[src/rtl/lcd_write_controller.sv]
// lcd_write_controller: HD44780 single-byte write engine producing a fixed-width enable strobe
module lcd_write_controller #(
  parameter int CLK_DIVIDE = 16
) (
  input  logic       iCLK,
  input  logic       iRST,
  input  logic [7:0] iDATA,
  input  logic       iRS,
  input  logic       iStart,
  output logic       oDone,
  output logic [7:0] LCD_DATA,
  output logic       LCD_RW,
  output logic       LCD_EN,
  output logic       LCD_RS
);
  localparam int CW = $clog2(CLK_DIVIDE) > 5 ? $clog2(CLK_DIVIDE) : 5;
  localparam logic [CW-1:0] CMAX = CW'(CLK_DIVIDE - 1);
  typedef enum logic [1:0] {ST0, ST1, ST2, ST3} st_t;
  st_t st;
  logic pre_start;
  logic m_start;
  logic [CW-1:0] cont;
  assign LCD_DATA = iDATA;
  assign LCD_RS = iRS;
  assign LCD_RW = 1'b0;
  always_ff @(posedge iCLK) begin
    if (iRST) begin
      oDone <= 1'b0;
      LCD_EN <= 1'b0;
      pre_start <= 1'b0;
      m_start <= 1'b0;
      cont <= '0;
      st <= ST0;
    end else begin
      pre_start <= iStart;
      if (iStart && !pre_start) begin
        m_start <= 1'b1;
        oDone <= 1'b0;
      end
      if (m_start) begin
        case (st)
          ST0: st <= ST1;
          ST1: begin
            LCD_EN <= 1'b1;
            st <= ST2;
          end
          ST2: begin
            if (cont < CMAX) cont <= cont + 1'b1;
            else st <= ST3;
          end
          ST3: begin
            LCD_EN <= 1'b0;
            m_start <= 1'b0;
            oDone <= 1'b1;
            cont <= '0;
            st <= ST0;
          end
          default: st <= ST0;
        endcase
      end
    end
  end
endmodule

[config.mk]
export PLATFORM = sky130hd
export DESIGN_NAME = lcd_write_controller
export DESIGN_NICKNAME = d
export VERILOG_FILES = /design/src/rtl/lcd_write_controller.sv
export SDC_FILE = /design/constraint.sdc
export NUM_CORES = 1
export LEC_CHECK = 0
export CELL_PAD_IN_SITES_DETAIL_PLACEMENT = 1
export CELL_PAD_IN_SITES_GLOBAL_PLACEMENT = 2
export CORE_MARGIN = 8
export CORE_UTILIZATION = 22
export DETAILED_ROUTE_END_ITERATION = 10
export PLACE_DENSITY_LB_ADDON = 0.1
export SLEW_MARGIN = 20
export SYNTH_ARGS = -nofsm -noshare
export SYNTH_HDL_FRONTEND = slang
export SYNTH_SLANG_ARGS = --single-unit
[constraint.sdc]
create_clock -name iCLK -period 1.6 [get_ports iCLK]
set_clock_uncertainty 0.2 [all_clocks]
set_input_delay 0.32 -clock iCLK [delete_from_list [all_inputs] [get_ports iCLK]]
set_output_delay 0.32 -clock iCLK [all_outputs]
set_load 0.02 [all_outputs]
After elaboration in Yosys (flattened, before gate mapping)
Index checks and enable logic that the tools add are counted.
Widths: inputs -> output; s select.

cells by class
  mux-type cells = 11
  add/sub/neg operators = 1
  $lt $le $gt $ge = 1
  equal/unequal tests = 5
  reduce and logical (&&, ||, !) cells = 8

operators with widths
  cell                 count
  $pmux 5 s2           1
  $pmux 2 s4           1
  $mux 1               6
  $add 5x1->5 const B  1
  $lt 5x4->1 const B   1
  $mux 5               1
  $eq 2x2->1 const B   2
  $ne 2x2->1 const B   2
  $reduce_and 2->1     2
  $reduce_bool 2->1    2
  $reduce_and 3->1     1
  $eq 2x1->1 const B   1
  $logic_not 2->1      1
  $mux 2               1
  $pmux 1 s2           1
  $logic_and 1x1->1    1
  $logic_not 1->1      1

storage, ports and cells
  output and inout port bits = 12
  bits in registers = 11
  input port bits = 12
  word-level logic and storage cells = 32

Logic depth before layout (Yosys ltp)
  word-level depth = 5
  depth in mapped cells = 5
  mapped depth without buffers = 5

Least setup slack after synthesis
No wires, ideal clock.

  path kind = register to register
  start = reg st[0]
  end = reg cont[0]
  setup time = 117 ps
  cell stages (with the launch flop) = 6
  buffers on the path = 0
  path slack = 100 ps
  required time = 1283 ps
  data arrival time = 1183 ps
  period minus slack after synthesis = 1500 ps
  cells stage by stage = dfxtp_1 -> inv_1 -> ha_1 -> nor2b_1 -> a311oi_2 -> a22o_1

on the way
  cells in the longest elaborated chain, start to end = 3
  elaborated cells on any way between the ends = 6
  those cells by class = eq/ne (3); mux (1); reduce/logical (2)

RTL lines
  what                                                              line  text
  start, declared                                                   19    st_t st;
  start signal, assigned                                            33    st <= ST0;
  start signal, assigned                                            42    ST0: st <= ST1;
  start signal, assigned                                            45    st <= ST2;
  $eq 2x2->1                                                        41    case (st)
  $ne 2x2->1 (no line) / $reduce_bool 2->1 (equally long branches)  --
  $reduce_and 3->1 (no line)                                        --
  end signal, assigned                                              48    if (cont < CMAX) cont <= cont + 1'b1;
  end, declared                                                     22    logic [CW-1:0] cont;

Several ways; a longest one is shown, not always the timed one.
A chain may end at the register's enable or synchronous reset.

Worst setup path after layout
  start = reg st[0]
  end = reg cont[2]

Same word-level chain as after synthesis.

==> metrics.txt <==
worst slack, placed=-26.9 ps; total CTS buffers=3; critical path type=flip-flop to flip-flop; CTS H-Tree Depth=1; buffers plus inverters on the worst setup path=2; CP cell instances=inv_2 -> ha_4 -> buf_4 -> nand2b_2 -> o311ai_2 -> o211ai_1; Gate Count Post-Synth=75; Cell Pwr Density=706 mW/mm²; slowest stage delay, CP=340 ps; element type at the critical path end=flip-flop; total power=0.586 mW; gr ovfl total=0; Worst Path Arrival=1440 ps; core area=0.00300 mm²; top cells by area, synth=dfxtp_1 32%, buf_4 11%, ha_1 9.2%, inv_1 3.9%, nand2b_1 3.7%; FMAX=0.670 GHz; peak supply drop=0.000201 V; LEAKAGE=0.353 nW; Min Hold Slack=285 ps; number of routed nets with antenna violations=0; CTS clk-pin slew, worst paths=70 ps; final net count=101; drt initial violations=12; clock sinks=11; P&R area growth vs syn=22.3%; largest net degree at the start of global routing=10; Syn Nets=92; register area share after synthesis=0.325; top cell family by delay on the critical path=compound AO/OA/AOI/OAI gates; min-delay worst type=flip-flop to flip-flop; Synth Warn #=0; worst-path maximum fanout=4; TritonCTS clock tree=done; Die Footprint=0.00512 mm²; IO buf count=4; first-pass GRT wire length=2770 µm; ys async rst share=0; Synth Register Bits=11; fillers=362; ANT cells=0; Total Routing Usage GR=0.0696; Final Cell Area=830 µm²; Clock Latency Late Sink=260 ps; CP max stage cell=dfxtp_2; Die Wd=71.5 µm; max-slew violation count=0; Yosys top cell area share=0.325; mapped cell area=678 µm²; status=finished clean; drc violations=0; EDFF count, synth=0; Yosys top cell by area=dfxtp_1; Post-DP HPWL=1220 µm; Final setup violation count=0; final wirelength=1560 µm; vias in the first global route=585; fin crit share=0.933; cell row count=20; Post-CTS Hold Buffers=0; Worst setup SP type=flip-flop; initial core utilization=0.226; Setup Fix Bufs, Post-CTS=0; routed len/inst=13.5 µm; Fin. Hold Viols=0; slack of the critical path=108 ps; root buffer cell=clkbuf_4; Die Y=71.5 µm; non-filler cells, final=116; prevailing post-synth register cell=dfxtp_1; Placer Congestion=0.686; DP Area=778 µm²; Avg Cell Area, Syn=9.04 µm²; Yosys cell types=35; Vias/cell=4.59; DR vias=532; drt pass-1 iters=2; IO Pins=24; antenna violations before repair=0; post-layout min period=1490 ps; Max-Cap Viols=0; clk buf depth=2; layout cells sized above 1=0.313; Worst Path Required=1540 ps; placed cell count=112
[tightest hold or removal path: stages (launching register included)]
cell,delay [ps]
dfxtp_1,310
o21ai_0,70
a21oi_1,70
[layout make-up]
class | count | area [µm²] | area share
clock buffer | 4 | 26.3 | 0.0317
sequential | 11 | 223 | 0.268
inverter | 7 | 26.3 | 0.0317
tap | 33 | 41.3 | 0.0498
multi-input combinational | 45 | 373 | 0.449
timing repair buffer | 16 | 140 | 0.169
[sequential cells by signal (all words and copies together), names as in the netlist]
name       count
cont           5
oDone          1
m_start        1
pre_start      1
st             2
LCD_EN         1
[stage by stage]
step / setup TNS, ps / util
4_1_cts: 0 / 0.269
3_3_place_gp: -208 / 0.259
2_1_floorplan: 0 / -
3_5_place_dp: -91.4 / 0.259
5_1_grt: -3.08 / 0.276
6_report: 0 / 0.276
[Yosys cell counts (2+ instances only)]
library cell / number
buf_4: 10
nor2_1: 4
o21ai_0: 2
dfxtp_1: 11
inv_1: 7
nand2_1: 2
a21oi_1: 3
ha_1: 5
nor2b_1: 2
nand2b_1: 4
[worst paths after layout]
kind / endpoint / depth (start not counted) / start / slack (ps)
worst max-delay path: cont[2]$_SDFFE_PP0P_ / 6 / st[0]$_SDFFE_PP0P_ / 110
worst min-delay path: oDone$_SDFF_PP0_ / 2 / oDone$_SDFF_PP0_ / 290
worst max register to register: cont[2]$_SDFFE_PP0P_ / 6 / st[0]$_SDFFE_PP0P_ / 110
worst min register to register: oDone$_SDFF_PP0_ / 2 / oDone$_SDFF_PP0_ / 290
[report_power, final]
part	switching, mW	total, mW	internal (mW)
clock network	0.0959	0.192	0.0963
logic	0.0485	0.102	0.0531
registers	0.00859	0.292	0.283
[cell usage in the layout (no fill, tap or decap), types with 2 or more instances in the layout]
master	n
buf_4	11
a21oi_1	3
dlygate4sd2_1	2
nand2b_1	3
o21ai_0	2
nor2_1	4
ha_1	4
nand2_1	2
dfxtp_2	2
inv_1	6
clkbuf_4	3
dfxtp_1	9
clkdlybuf4s50_1	2
[cells by family after synthesis]
group           synth area share
simple gates               0.183
compound gates             0.218
fa+ha+maj                 0.0923
other cells              0.00553
mux                       0.0148
flops                      0.325
buf+inv                    0.162
[per-layer routing]
metal	vias up	track usage	wire length (µm)
met5	-	0	0
met2	4	0.103	695
li1	273	-	-
met4	0	0.0340	14
met3	2	0.0251	75
met1	253	0.0865	777
[repair_timing]
item / 4_1_cts / 5_1_grt
endpoints found under the setup margin: 7 / 6
gates resized for setup: 4 / 6
pin swaps: 1 / 2
(Power assumes the default switching activity.)
